### config.mk
export PLATFORM = sky130hd
export DESIGN_NAME = seg7_capture_flat
export DESIGN_NICKNAME = d
export VERILOG_FILES = /design/src/rtl/seg7_capture_if.sv /design/src/rtl/seg7_capture.sv /design/src/flat_wrapper.sv
export SDC_FILE = /design/constraint.sdc
export NUM_CORES = 1
export LEC_CHECK = 0
export BUFFER_PORTS_ARGS = -buffer_cell sky130_fd_sc_hd__buf_2
export CORE_ASPECT_RATIO = 0.6
export CORE_MARGIN = 5
export CORE_UTILIZATION = 57
export CTS_CLUSTER_DIAMETER = 40
export DETAILED_ROUTE_END_ITERATION = 16
export PLACE_DENSITY = 0.9
export SETUP_SLACK_MARGIN = 0.4
export SYNTH_ARGS = -nofsm -noshare
export SYNTH_HDL_FRONTEND = slang
export SYNTH_SLANG_ARGS = --single-unit
export TNS_END_PERCENT = 30
### constraint.sdc
create_clock -name CLK -period 4.3 [get_ports CLK]
set_clock_uncertainty 0.15 [all_clocks]
set_input_delay 0.645 -clock CLK [delete_from_list [all_inputs] [get_ports CLK]]
set_output_delay 0.645 -clock CLK [all_outputs]
set_load 0.05 [all_outputs]
### src/rtl/seg7_capture_if.sv
`default_nettype none
// ============================================================================
// Module : seg7_capture_if
// Desc   : 7-segment bus signals seen by the capture block, plus its results.
// Rev    : 1.0
// ============================================================================
interface seg7_capture_if;
    logic [6:0]  SEG;
    logic [3:0]  DS_EN;
    logic [15:0] VALUE;
    logic [3:0]  DIG_VALID;
    logic [3:0]  BLANK;
    logic        ERR;
    logic        FRAME_STB;

    modport master (
        output SEG, DS_EN,
        input  VALUE, DIG_VALID, BLANK, ERR, FRAME_STB
    );

    modport slave (
        input  SEG, DS_EN,
        output VALUE, DIG_VALID, BLANK, ERR, FRAME_STB
    );
endinterface
`default_nettype wire

### src/rtl/seg7_capture.sv
`default_nettype none
// ============================================================================
// Module : seg7_capture
// Desc   : Passive reader of a multiplexed 4-digit 7-segment bus.
// Rev    : 1.0
// ============================================================================
module seg7_capture #(
    parameter int STABLE_CYC = 16
) (
    input  logic          CLK,
    input  logic          RST,
    seg7_capture_if.slave bus
);

    localparam int                 c_cnt_w      = $clog2(STABLE_CYC) + 1;
    localparam logic [c_cnt_w-1:0] c_accept_cnt = c_cnt_w'(STABLE_CYC - 1);
    localparam logic [0:0]         c_st_collect = 1'b0;
    localparam logic [0:0]         c_st_strobe  = 1'b1;

    logic [10:0]        sync1_q, sync1_d, sync2_q, sync2_d, prev_q, prev_d;
    logic [c_cnt_w-1:0] cnt_q, cnt_d;
    logic [15:0]        value_q, value_d;
    logic [3:0]         dig_valid_q, dig_valid_d;
    logic [3:0]         blank_q, blank_d;
    logic [3:0]         mask_q, mask_d;
    logic               err_q, err_d;
    logic [0:0]         state_q, state_d;
    logic               frame_stb;

    logic [6:0] w_seg;
    logic [3:0] w_ds;
    logic [3:0] w_wr;
    logic [4:0] w_dec;
    logic       w_change, w_accept, w_legal;

    // Returns {decodable, nibble}
    function automatic logic [4:0] decode(input logic [6:0] s);
        case (s)
            7'b0111111: decode = 5'h10;
            7'b0000110: decode = 5'h11;
            7'b1011011: decode = 5'h12;
            7'b1001111: decode = 5'h13;
            7'b1100110: decode = 5'h14;
            7'b1101101: decode = 5'h15;
            7'b1111101: decode = 5'h16;
            7'b0000111: decode = 5'h17;
            7'b1111111: decode = 5'h18;
            7'b1101111: decode = 5'h19;
            7'b1110111: decode = 5'h1A;
            7'b1111100: decode = 5'h1B;
            7'b1011000: decode = 5'h1C;
            7'b1011110: decode = 5'h1D;
            7'b1111001: decode = 5'h1E;
            7'b1110001: decode = 5'h1F;
            default:    decode = 5'h00;
        endcase
    endfunction

    always_comb begin
        w_seg    = sync2_q[10:4];
        w_ds     = sync2_q[3:0];
        w_change = (sync2_q != prev_q);
        w_accept = !w_change && (cnt_q == c_accept_cnt);
        w_legal  = $onehot(~w_ds) || (w_ds == 4'b0000);
        w_wr     = (w_accept && w_legal) ? ~w_ds : 4'b0000;
        w_dec    = decode(w_seg);
    end

    always_comb begin
        sync1_d     = {bus.SEG, bus.DS_EN};
        sync2_d     = sync1_q;
        prev_d      = sync2_q;
        value_d     = value_q;
        dig_valid_d = dig_valid_q;
        blank_d     = blank_q;
        err_d       = 1'b0;

        if (w_change)
            cnt_d = '0;
        else if (cnt_q != {c_cnt_w{1'b1}})
            cnt_d = cnt_q + c_cnt_w'(1);
        else
            cnt_d = cnt_q;

        if (w_accept && !w_legal && (w_ds != 4'b1111))
            err_d = 1'b1;
        if ((w_wr != 4'b0000) && !w_dec[4] && (w_seg != 7'b0000000))
            err_d = 1'b1;

        for (int i = 0; i < 4; i++) begin
            if (w_wr[i]) begin
                if (w_dec[4]) begin
                    value_d[4*i +: 4] = w_dec[3:0];
                    dig_valid_d[i]    = 1'b1;
                    blank_d[i]        = 1'b0;
                end else if (w_seg == 7'b0000000) begin
                    value_d[4*i +: 4] = 4'h0;
                    dig_valid_d[i]    = 1'b0;
                    blank_d[i]        = 1'b1;
                end else begin
                    dig_valid_d[i]    = 1'b0;
                    blank_d[i]        = 1'b0;
                end
            end
        end

        // The strobe cycle clears the mask but still records a coincident write
        mask_d = (state_q == c_st_strobe) ? w_wr : (mask_q | w_wr);
    end

    always_ff @(posedge CLK or posedge RST) begin
        if (RST) begin
            sync1_q     <= {7'b0000000, 4'b1111};
            sync2_q     <= {7'b0000000, 4'b1111};
            prev_q      <= {7'b0000000, 4'b1111};
            cnt_q       <= '0;
            value_q     <= 16'h0000;
            dig_valid_q <= 4'b0000;
            blank_q     <= 4'b0000;
            mask_q      <= 4'b0000;
            err_q       <= 1'b0;
        end else begin
            sync1_q     <= sync1_d;
            sync2_q     <= sync2_d;
            prev_q      <= prev_d;
            cnt_q       <= cnt_d;
            value_q     <= value_d;
            dig_valid_q <= dig_valid_d;
            blank_q     <= blank_d;
            mask_q      <= mask_d;
            err_q       <= err_d;
        end
    end

    always_ff @(posedge CLK or posedge RST) begin
        if (RST)
            state_q <= c_st_collect;
        else
            state_q <= state_d;
    end

    always_comb begin
        state_d = state_q;
        case (state_q)
            c_st_collect: if (mask_q == 4'b1111) state_d = c_st_strobe;
            c_st_strobe:  state_d = c_st_collect;
            default:      state_d = c_st_collect;
        endcase
    end

    always_comb begin
        frame_stb = (state_q == c_st_strobe);
    end

    assign bus.VALUE     = value_q;
    assign bus.DIG_VALID = dig_valid_q;
    assign bus.BLANK     = blank_q;
    assign bus.ERR       = err_q;
    assign bus.FRAME_STB = frame_stb;

endmodule
`default_nettype wire

### src/flat_wrapper.sv
// flat-port wrapper written by rule: the top's interface ports become plain ports
module seg7_capture_flat 
#(
    parameter int STABLE_CYC = 16
)
  (CLK, RST, bus_SEG, bus_DS_EN, bus_VALUE, bus_DIG_VALID, bus_BLANK, bus_ERR, bus_FRAME_STB);
  seg7_capture_if bus_i ();
  input  logic CLK;
  input  logic RST;
  input wire logic [$bits(bus_i.SEG)-1:0] bus_SEG;
  input wire logic [$bits(bus_i.DS_EN)-1:0] bus_DS_EN;
  output wire logic [$bits(bus_i.VALUE)-1:0] bus_VALUE;
  output wire logic [$bits(bus_i.DIG_VALID)-1:0] bus_DIG_VALID;
  output wire logic [$bits(bus_i.BLANK)-1:0] bus_BLANK;
  output wire logic [$bits(bus_i.ERR)-1:0] bus_ERR;
  output wire logic [$bits(bus_i.FRAME_STB)-1:0] bus_FRAME_STB;
  assign bus_i.SEG = bus_SEG;
  assign bus_i.DS_EN = bus_DS_EN;
  assign bus_VALUE = bus_i.VALUE;
  assign bus_DIG_VALID = bus_i.DIG_VALID;
  assign bus_BLANK = bus_i.BLANK;
  assign bus_ERR = bus_i.ERR;
  assign bus_FRAME_STB = bus_i.FRAME_STB;
  seg7_capture #(.STABLE_CYC(STABLE_CYC)) u_core (.CLK(CLK), .RST(RST), .bus(bus_i));
endmodule
==> flow_metrics.py, run 1 <==
metrics = {
    "place": {
        "dpl-instance-area_sq_mm": 0.00336,
        "place.gp.congestion": 0.838,
        "port_buffers": 38,
        "place_inst": 353,
        "pre_cts_ws_ns": 1.05,
        "dp_hpwl_microns": 4290,
    },
    "route": {
        "drt_first_iter_violations": 94,
        "avgViaCountPerCell": 5.66,
        "drt_first_pass_iters": 4,
        "vias": 2087,
        "finalWirelength_microns": 5990,
        "wl_per_cell_microns": 16.2,
        "drc_errors": 0,
        "antenna_left": 0,
    },
    "global_route": {
        "met3_usage_pct": 6.88,
        "grt_pass1_wl_microns": 10400,
        "track_usage_pct": 19.4,
        "grt.overflow.total": 0,
        "grt_max_degree": 51,
        "met1_usage_pct": 27.2,
        "grt-busiest-layer": "met2",
        "antenna_found_initial": 0,
        "met2_usage_pct": 28.3,
        "grt_pass1_vias": 2077,
    },
    "clock_tree": {
        "cts_resized": 0,
        "cts_max_path_buffers": 2,
        "cts_sinks": 68,
        "numCtsBuffers": 9,
        "cts_root_buffer": "clkbuf_8",
        "cts_setup_buffers": 0,
        "cts-hold-fix-buffers": 0,
        "clkTransAtPathRegs_ns": 0.06,
        "cts_tree": "yes",
        "worst_skew_pair.late_latency_ns": 0.35,
        "cts_max_level": 3,
    },
    "worst_setup_path": {
        "setup.worst_path.class": "flip-flop to flip-flop",
        "cp.required_ns": 4.38,
        "crit_fanout": 10,
        "cp.arrival_ns": 3.37,
        "rr_startpoint": "u_core.prev_d[0]",
        "reg2reg_to": "u_core.bus.BLANK[1]",
        "worst-r2r-setup-slack_ns": 1.01,
        "ff2ff_path_depth": 9,
        "endpoint_kind": "flip-flop",
        "start_kind": "flip-flop",
    },
    "die": {
        "die_width_microns": 106,
        "coreArea_sq_mm": 0.00518,
        "io_pins": 39,
        "die_h_microns": 67.4,
        "dieArea_sq_mm": 0.00712,
        "num_rows": 20,
        "floorplan.initialDensity_pct": 60.4,
    },
    "synth": {
        "syn_area_sq_mm": 0.00313,
        "ys_ff_latch": 68,
        "synth_flop_cell": "dfrtp_1",
        "synthAdderAreaFrac_pct": 4.24,
        "syn_area_per_cell_sq_um": 12.2,
        "ys_warn_count": 0,
        "async_flop_share_pct": 100,
        "synth-xor-area-share_pct": 4.48,
        "syn_nets": 279,
        "synth.mux.area_fraction_pct": 7.04,
        "synth_compound_area_share_pct": 9.64,
        "ys_seq_area_share_pct": 54.9,
        "synth-simple-area-share_pct": 15.4,
        "syn_inst": 256,
        "synth_top_family_by_area": "simple AND/OR/NAND/NOR gates",
        "ys_types": 50,
        "synth-edff-count": 0,
    },
    "power": {
        "p_sw_uw": 297,
        "leakage_nw": 1.81,
        "power_frac_seq_pct": 56.4,
        "clkPwrFrac_pct": 36.6,
        "switching_share_pct": 24.5,
        "power_density_mw_per_mm2": 344,
        "p_int_uw": 913,
        "power_frac_comb_pct": 6.9,
        "ir_worst_vdd_v": 0.000275,
    },
    "final_layout": {
        "diodes": 0,
        "area_delta_synth_final_pct": 12.6,
        "drive_gt1_share_pct": 27.4,
        "postLayoutCellArea_sq_mm": 0.00352,
        "instances_no_fill": 369,
        "nets": 321,
    },
    "run": {
        "maxCapViolCount": 0,
    },
    "sta": {
        "relSlewSlack_pct": 34.4,
        "max_freq_ghz": 0.304,
        "rsz0062_at_grt": "no",
        "fin_tns_setup_ns": 0,
        "hold_ws_ns": 0.198,
        "period_minus_slack_ns": 3.29,
        "finalHoldViolCount": 0,
        "slew_violations": 0,
        "setup_violations": 0,
        "layout_setup_ws_ns": 1.01,
        "tightest_slew_ns": 0.983,
        "period_share_pct": 76.5,
    },
    "min_path": {
        "min-delay-start": "u_core.sync1_q[10]",
        "whs_path_depth": 0,
        "hold_path_end": "u_core.prev_d[10]",
        "hold_path_class": "flip-flop to flip-flop",
    },
    "outcome": {
        "outcome": "finished, final reports clean",
    },
}
[Yosys cell counts (2+ instances only)]
master    count  area share, %
nand3b_1      2           0.48
nor2b_1       5            1.0
xnor2_1       2           0.56
o21bai_1      4           0.96
and3_1        5            1.0
nor2_1       10            1.2
a21o_1        3           0.72
a22oi_1       2           0.48
nor3_1        6           0.96
ha_1          9            3.6
nand2_1       6           0.72
o211ai_1      3           0.72
mux2_2        8            2.9
o21ai_0       4           0.64
a21oi_1       2           0.32
and2_1        3           0.60
nor3b_1       4           0.96
inv_1        22            2.6
mux2i_1      13            4.2
dfrtp_1      56             45
buf_2         6           0.96
nand4_1       6            1.2
nand4b_1      3           0.84
nand3_1       3           0.48
nor4_4        3            2.0
xor2_1       14            3.9
nor4_2        3            1.2
a21boi_1      2           0.48
dfstp_2      12             10
a22o_1        5            1.4
and3b_1       2           0.56
o21ai_1      10            1.6
[area by class of cell]
class                      instances  area [sq um]
sequential                        68          1720
clock inverter                     3          15.0
multi-input combinational        157          1270
inverter                          23          86.3
clock buffer                      13           149
fill                             392          1660
timing repair buffer              39           198
tap                               66          82.6
[logic make-up (layout without fill, tap and decap cells)]
kind of cell,after synthesis,in the layout
flops,68,68
mux,21,21
fa+ha+maj,10,10
xor+xnor,16,16
simple gates,68,68
compound gates,42,42
buf+inv,31,78
[power by group through the flow]
stage / sequential (mW) / combinational (mW) / clock, mW
3_3_place_gp: 0.692 / 0.0801 / 0
2_1_floorplan: 0.681 / 0.0735 / 0
4_1_cts: 0.682 / 0.0849 / 0.459
6_report: 0.683 / 0.0839 / 0.443
5_1_grt: 0.686 / 0.0938 / 0.492
3_5_place_dp: 0.694 / 0.0846 / 0
[stage by stage]
stage          power, mW  util, %
2_1_floorplan      0.755        -
3_3_place_gp       0.772     64.8
3_5_place_dp       0.779     64.8
4_1_cts             1.23     68.0
5_1_grt             1.27     68.0
6_report            1.21     68.0
[how the worst max path moves through the flow]
stage                     start             endpoint  slack (ns)
6_report       u_core.prev_d[0]  u_core.bus.BLANK[1]        1.01
5_1_grt        u_core.prev_d[0]  u_core.bus.BLANK[1]        0.82
4_1_cts        u_core.prev_d[0]  u_core.bus.BLANK[2]        1.03
3_5_place_dp   u_core.prev_d[0]  u_core.bus.BLANK[1]        1.05
3_3_place_gp   u_core.prev_d[0]  u_core.bus.BLANK[2]        1.17
2_1_floorplan  u_core.prev_d[0]  u_core.bus.BLANK[2]        1.30
[cells in the final DEF, fill, tap and decap left out, types with 6 or more instances in the layout]
master and count:
xor2_1 14, dfstp_2 12, nand4_1 6, nand2_1 6, inv_1 21, mux2i_1 13, mux2_2 8, clkbuf_8 10
o21ai_1 10, buf_2 38, nor2_1 10, dfrtp_1 56, ha_1 9, nor3_1 6
[metal layers]
metal | vias up | wire [microns]
met2 | 73 | 2460
met3 | 10 | 444
met1 | 1013 | 3000
met4 | 0 | 81
met5 | - | 0
li1 | 991 | -
[registers in the layout, summed over array words and instances (netlist names)]
name                  flops
u_core.bus.BLANK          4
u_core.bus.DIG_VALID      4
u_core.bus.ERR            1
u_core.bus.FRAME_STB      1
u_core.bus.VALUE         16
u_core.cnt_q              5
u_core.mask_q             4
u_core.prev_d            11
u_core.prev_q            11
u_core.sync1_q           11
[worst max-delay path: stages, from the launching register on]
cell	delay (ns)
dfstp_2	0.63
inv_1	0.07
ha_1	0.30
ha_1	0.19
inv_1	0.07
fa_1	0.43
a31oi_2	0.59
nor3_1	0.11
nand4_1	0.27
mux2_2	0.37
Note: power is estimated with default switching activity, not from simulation.
==> run 2, diff against run 1 <==
--- a/config.mk
+++ b/config.mk
@@ -5,13 +5,14 @@
 export SDC_FILE = /design/constraint.sdc
 export NUM_CORES = 1
 export LEC_CHECK = 0
+export ABC_AREA = 1
 export BUFFER_PORTS_ARGS = -buffer_cell sky130_fd_sc_hd__buf_2
 export CORE_ASPECT_RATIO = 0.6
 export CORE_MARGIN = 5
-export CORE_UTILIZATION = 57
+export CORE_UTILIZATION = 51
 export CTS_CLUSTER_DIAMETER = 40
 export DETAILED_ROUTE_END_ITERATION = 16
-export PLACE_DENSITY = 0.9
+export PLACE_DENSITY = 0.86
 export SETUP_SLACK_MARGIN = 0.4
 export SYNTH_ARGS = -nofsm -noshare
 export SYNTH_HDL_FRONTEND = slang
==> constraint.sdc (replaced) <==
create_clock -name CLK -period 2.7 [get_ports CLK]
set_clock_uncertainty 0.15 [all_clocks]
set_input_delay 0.405 -clock CLK [delete_from_list [all_inputs] [get_ports CLK]]
set_output_delay 0.405 -clock CLK [all_outputs]
set_load 0.05 [all_outputs]
==> run 2 against run 1 <==
First-iteration DRC count rose by 9.6%. Global-route usage fell by 0.66 points. The run now ends with negative setup slack left. Combinational power rose by 100%. Largest power group unchanged. Fmax rose by 21%. Sequential share of layout area fell by 2.1 points. Count of clock-buffer cells in the layout did not move. Sequential power rose by 57%. Final area rose by 4.5%. Area after synthesis fell by 5.8%. Register-to-register slack got worse by 1.0 ns.
==> flow_metrics.py, run 2 <==
metrics = {
    "min_path": {
        "hold_path_class": "primary input to flip-flop",
        "whs_path_depth": 1,
    },
    "final_layout": {
        "postLayoutCellArea_sq_mm": 0.00368,
        "largest_register_ffs": 16,
        "layout_common_cells": "99 x nand2_1, 56 x dfrtp_1, 38 x buf_2",
        "fillers": 448,
        "area_delta_synth_final_pct": 25.1,
        "instances_no_fill": 464,
        "finish.utilization_pct": 65.8,
        "diodes": 0,
        "nets": 402,
        "drive_gt1_share_pct": 31.3,
        "final_common_cell": "nand2_1",
    },
    "sta": {
        "rsz0062_at_grt": "yes",
        "period_minus_slack_ns": 2.72,
        "relSlewSlack_pct": 58.8,
        "slew_violations": 0,
        "tightest_slew_ns": 0.617,
        "finalHoldViolCount": 0,
        "fin_tns_setup_ns": -0.0403,
        "layout_setup_ws_ns": -0.0230,
        "setup_violations": 6,
        "max_freq_ghz": 0.367,
        "period_share_pct": 101,
    },
    "place": {
        "dp_hpwl_microns": 4450,
        "place.gp.congestion": 0.875,
        "port_buffers": 38,
        "place_inst": 435,
        "dpl-instance-area_sq_mm": 0.00335,
    },
    "worst_setup_path": {
        "cp.required_ns": 2.76,
        "crit_path_cell_trace": "inv_2, ha_4, ha_4, inv_2, fa_1, inv_2, o31ai_4, nand4_4, nor2_4, inv_2, nand2_1, o21ai_1",
        "endpoint_kind": "flip-flop",
        "setup.worst_path.class": "flip-flop to flip-flop",
        "crit_slowest_cell": "dfstp_2",
        "crit_path_frequent_cell": "inv_2",
        "crit_fanout": 5,
        "cp.arrival_ns": 2.79,
        "ff2ff_path_depth": 12,
        "cp_slowest_stage_delay_ns": 0.54,
        "start_kind": "flip-flop",
    },
    "global_route": {
        "track_usage_pct": 18.7,
        "grt_pass1_wl_microns": 10200,
        "grt.overflow.total": 0,
        "grt_max_degree": 40,
        "antenna_found_initial": 0,
        "grt_pass1_vias": 2113,
    },
    "synth": {
        "ys_ff_latch": 68,
        "synthTopCellsByCount": "101 x nand2_1, 56 x dfrtp_1, 32 x inv_1",
        "ys_types": 31,
        "syn_area_per_cell_sq_um": 9.56,
        "synth_largest_area_cell": "dfrtp_1",
        "syn_nets": 331,
        "ys_warn_count": 0,
        "ys_seq_area_share_pct": 58.3,
        "synth-edff-count": 0,
        "yosysMostFrequentCell": "nand2_1",
        "yosysTopAreaCellShare_pct": 47.6,
        "syn_area_sq_mm": 0.00294,
        "synth_area_leaders": "dfrtp_1 48%, nand2_1 13%, dfstp_2 11%, inv_1 4.1%, ha_1 3.8%",
        "async_flop_share_pct": 100,
        "synth_flop_cell": "dfrtp_1",
        "syn_inst": 308,
    },
    "power": {
        "ir_worst_vdd_v": 0.000406,
        "leakage_nw": 1.94,
        "power_density_mw_per_mm2": 556,
    },
    "clock_tree": {
        "clkTransAtPathRegs_ns": 0.07,
        "cts_root_buffer": "clkbuf_8",
        "cts_max_level": 3,
        "cts_max_path_buffers": 2,
        "cts_tree": "yes",
        "cts_sinks": 68,
        "numCtsBuffers": 9,
        "worst_skew_pair.late_latency_ns": 0.34,
    },
    "die": {
        "floorplan.initialDensity_pct": 52.6,
        "io_pins": 39,
        "coreArea_sq_mm": 0.00560,
        "die_h_microns": 68.9,
        "num_rows": 21,
        "die_width_microns": 108,
        "dieArea_sq_mm": 0.00744,
    },
    "route": {
        "finalWirelength_microns": 6070,
        "drt_first_iter_violations": 103,
        "wl_per_cell_microns": 13.1,
        "drc_errors": 0,
        "vias": 2184,
        "avgViaCountPerCell": 4.71,
        "antenna_left": 0,
        "drt_first_pass_iters": 4,
    },
    "outcome": {
        "violations": "negative setup slack",
        "outcome": "finished with violations",
    },
    "run": {
        "maxCapViolCount": 0,
    },
}
## run 2: changes by cell type after synthesis, moves of 5 or more
cell,previous run,this run
inv_2,0,9
inv_1,22,32
buf_2,6,0
mux2i_1,13,0
a22o_1,5,0
mux2_2,8,0
nor2_2,0,7
xor2_1,14,3
nand3_1,3,11
nor2_4,0,5
nor2b_1,5,0
nand2_2,0,5
nand2_1,6,101
## run 2: cell type report
| class | count | area (sq um) | share of cell area [%] |
|---|---|---|---|
| well taps | 80 | 100 | 2.72 |
| clock inverters | 3 | 40.0 | 1.09 |
| flip-flops and latches | 68 | 1720 | 46.6 |
| clock buffers | 13 | 149 | 4.04 |
| multi-input cells | 197 | 1120 | 30.4 |
| repair buffers | 60 | 394 | 10.7 |
| inverters | 43 | 164 | 4.45 |
## run 2: repair_timing
| item | 4_1_cts | 5_1_grt |
|---|---|---|
| setup buffers | 4 | 0 |
| pin swaps | 2 | 5 |
| setup endpoints to repair | 29 | 29 |
| hold buffers | 5 | 4 |
| resized for setup | 0 | 10 |
| endpoints found under the hold margin | 14 | 4 |
## run 2: kinds of logic after synthesis
group,share of synthesized area [%]
and+or+nand+nor,24.6
xor gates and xnor gates,2.38
buffers and inverters,5.57
DFF,58.3
adders and majority gates,4.50
AOI/OAI and AO/OA,4.67
## run 2: stage by stage
stage,hold WS (ns),setup WS [ns],total power [mW]
after CTS,0.00236,0.00146,2.06
after detailed placement,0.185,-0.0244,1.24
after global placement,0.185,0.0400,1.23
after global routing,0.00294,-0.130,2.14
final,0.0222,-0.0230,2.05
after floorplan,0.181,0.00301,1.18
## run 2: worst max-delay path, delay by kind of cell, from the launching register on
kind                       cells  cell delay (ns)
and+or+nand+nor                3             0.50
AOI/OAI and AO/OA              2             0.28
buffers and inverters          4             0.24
adders and majority gates      3             0.88
DFF                            1             0.54
## run 2: routing by layer
| layer | GRT usage [%] | routed length, microns | vias to the layer above |
|---|---|---|---|
| li1 | - | - | 1102 |
| met1 | 26.7 | 3070 | 1005 |
| met2 | 26.2 | 2510 | 70 |
| met3 | 7.26 | 440 | 7 |
| met4 | 6.46 | 46 | 0 |
| met5 | 0 | 0 | - |
## run 2: worst paths after layout
path | start | to | slack [ns]
worst min-delay path | bus_SEG[5] | u_core.sync1_q[9] | 0.02
worst max register to register | u_core.prev_d[1] | u_core.bus.BLANK[3] | -0.02
worst max-delay path | u_core.prev_d[1] | u_core.bus.BLANK[3] | -0.02
worst min register to register | u_core.sync1_q[5] | u_core.prev_d[5] | 0.19
min in group asynchronous | RST | u_core.bus.BLANK[1] | 0.53
max in group asynchronous | RST | u_core.prev_d[2] | 1.19
## run 2: report_power, final
part	internal, mW	leakage (nW)	switching [mW]
clock network	0.450	0.0974	0.359
registers	1.05	0.860	0.0183
logic	0.0724	0.987	0.0982
==> run 3, diff against run 2 <==
--- a/config.mk
+++ b/config.mk
@@ -7,7 +7,6 @@
 export LEC_CHECK = 0
 export ABC_AREA = 1
 export BUFFER_PORTS_ARGS = -buffer_cell sky130_fd_sc_hd__buf_2
-export CORE_ASPECT_RATIO = 0.6
 export CORE_MARGIN = 5
 export CORE_UTILIZATION = 51
 export CTS_CLUSTER_DIAMETER = 40
==> constraint.sdc (replaced) <==
create_clock -name CLK -period 2.4 [get_ports CLK]
set_clock_uncertainty 0.15 [all_clocks]
set_input_delay 0.36 -clock CLK [delete_from_list [all_inputs] [get_ports CLK]]
set_output_delay 0.36 -clock CLK [all_outputs]
set_load 0.05 [all_outputs]
==> run 3 against run 2 <==
The run still ends with negative setup slack left. Power is 22% higher. Count of clock-buffer cells in the layout is 4 lower. Core utilization is 1.9 points higher. Global-route usage is 0.68 points lower. Die area is 0.66% lower. Final area is 2.5% higher. Register-to-register slack worse by 0.27 ns. Critical endpoint is now u_core.bus.VALUE[11]. Highest routed layer unchanged.
==> flow_metrics.py, run 3 (synthesis gave the netlist of run 2 again) <==
metrics = {
    "worst_setup_path": {
        "crit_path_frequent_cell": "inv_2",
        "cp_slowest_stage_delay_ns": 0.54,
        "cp.arrival_ns": 2.78,
        "cp_top_family": "adder cells",
        "crit_slowest_cell": "dfstp_2",
        "ff2ff_path_depth": 12,
        "worst-path-buf-inv": 3,
        "crit_fanout": 5,
        "start_kind": "flip-flop",
        "cp.required_ns": 2.49,
        "path_depth": 12,
        "crit_path_cell_trace": "inv_2, ha_4, ha_4, inv_2, fa_1, inv_2, o31ai_4, nand4_4, nor2_4, nand2_2, nand2_1, nand2_1",
        "setup.worst_path.class": "flip-flop to flip-flop",
        "endpoint_kind": "flip-flop",
    },
    "global_route": {
        "grt_pass1_wl_microns": 10400,
        "grt_pass1_vias": 2333,
        "antenna_found_initial": 0,
        "grt.overflow.total": 0,
        "track_usage_pct": 18.1,
        "grt_max_degree": 28,
    },
    "die": {
        "floorplan.initialDensity_pct": 52.8,
        "dieArea_sq_mm": 0.00739,
        "io_pins": 39,
        "die_h_microns": 86.0,
        "num_rows": 27,
        "coreArea_sq_mm": 0.00557,
        "die_width_microns": 86.0,
    },
    "outcome": {
        "outcome": "finished with violations",
        "violations": "negative setup slack",
    },
    "sta": {
        "setup_violations": 29,
        "slew_violations": 0,
        "period_minus_slack_ns": 2.69,
        "period_share_pct": 112,
        "rsz0062_at_grt": "yes",
        "finalHoldViolCount": 0,
        "tightest_slew_ns": 0.517,
        "layout_setup_ws_ns": -0.288,
        "relSlewSlack_pct": 65.5,
        "max_freq_ghz": 0.372,
        "hold_ws_ns": 0.198,
    },
    "final_layout": {
        "finish.utilization_pct": 67.7,
        "layout_common_cells": "99 x nand2_1, 56 x dfrtp_1, 38 x buf_2",
        "largest_register_ffs": 16,
        "nets": 410,
        "drive_gt1_share_pct": 32.4,
        "postLayoutCellArea_sq_mm": 0.00377,
        "area_delta_synth_final_pct": 28.2,
        "instances_no_fill": 464,
        "fillers": 426,
        "diodes": 0,
        "final_common_cell": "nand2_1",
    },
    "place": {
        "dp_hpwl_microns": 4390,
        "place.gp.congestion": 0.876,
        "place_inst": 432,
        "dpl-instance-area_sq_mm": 0.00337,
        "port_buffers": 38,
    },
    "run": {
        "maxCapViolCount": 0,
    },
    "clock_tree": {
        "cts_max_level": 3,
        "cts_max_path_buffers": 2,
        "clkTransAtPathRegs_ns": 0.07,
        "worst_skew_pair.late_latency_ns": 0.34,
        "cts_root_buffer": "clkbuf_8",
        "numCtsBuffers": 9,
        "cts_tree": "yes",
        "cts_sinks": 68,
    },
    "route": {
        "finalWirelength_microns": 5900,
        "antenna_left": 0,
        "drt_first_iter_violations": 159,
        "vias": 2276,
        "drt_first_pass_iters": 4,
        "avgViaCountPerCell": 4.91,
        "drc_errors": 0,
        "wl_per_cell_microns": 12.7,
    },
    "min_path": {
        "whs_path_depth": 0,
        "hold_path_class": "flip-flop to flip-flop",
    },
    "power": {
        "power_density_mw_per_mm2": 664,
        "leakage_nw": 2.00,
        "power.total_mw": 2.51,
        "ir_worst_vdd_v": 0.000501,
    },
}
==> run 3: cell count changes in the layout (fill, tap and decap cells not counted), sizes merged <==
cell	previous run	this run
buf	51	56
bufinv	1	3
clkbuf	13	9
clkinvlp	0	2
dlygate4sd3	9	12
==> run 3: report_power, final <==
part	internal [mW]	total (mW)	switching, mW	leakage (nW)
logic	0.0776	0.184	0.106	1.02
registers	1.18	1.20	0.0203	0.860
clock network	0.685	1.12	0.434	0.115
==> run 3: path summary, 6_finish.rpt <==
path | end | slack (ns) | from
min | u_core.prev_d[4] | 0.20 | u_core.sync1_q[4]
min reg2reg | u_core.prev_d[4] | 0.20 | u_core.sync1_q[4]
max | u_core.bus.VALUE[11] | -0.29 | u_core.prev_d[1]
min in group asynchronous | u_core.bus.BLANK[1] | 0.44 | RST
max reg2reg | u_core.bus.VALUE[11] | -0.29 | u_core.prev_d[1]
max in group asynchronous | u_core.prev_q[0] | 0.92 | RST
==> run 3: metal layers <==
metal	up-vias	global-route usage, %	routed length (microns)	part of all wire (%)
met4	0	9.35	139	2.4
li1	1118	-	-	-
met5	-	0	0	0
met3	18	4.51	418	7.1
met2	87	28.8	2740	46
met1	1053	22.7	2600	44
==> run 3: layout make-up <==
cell class | instances | area, sq um | share of cell area, %
flip-flops and latches | 68 | 1720 | 45.5
inverters | 43 | 164 | 4.34
clock inverters | 7 | 115 | 3.05
clock buffers | 9 | 124 | 3.28
multi-input cells | 197 | 1120 | 29.6
repair buffers | 68 | 445 | 11.8
well taps | 72 | 90.1 | 2.39
==> run 3: timing repair <==
| action | in CTS | in global routing |
|---|---|---|
| endpoints found under the hold margin | 25 | 0 |
| pin swaps | 5 | 5 |
| hold buffers | 12 | 0 |
| endpoints found under the setup margin | 29 | 29 |
| cloned | 0 | 0 |
| resized for setup | 4 | 4 |
| buffers inserted | 1 | 3 |
==> run 3: metrics by stage <==
stage          setup slack (ns)  TNS, ns
5_1_grt                  -0.426   -10.59
3_3_place_gp             -0.228    -5.07
4_1_cts                  -0.281    -6.68
6_report                 -0.288    -6.56
3_5_place_dp             -0.295    -6.51
2_1_floorplan            -0.297    -6.68
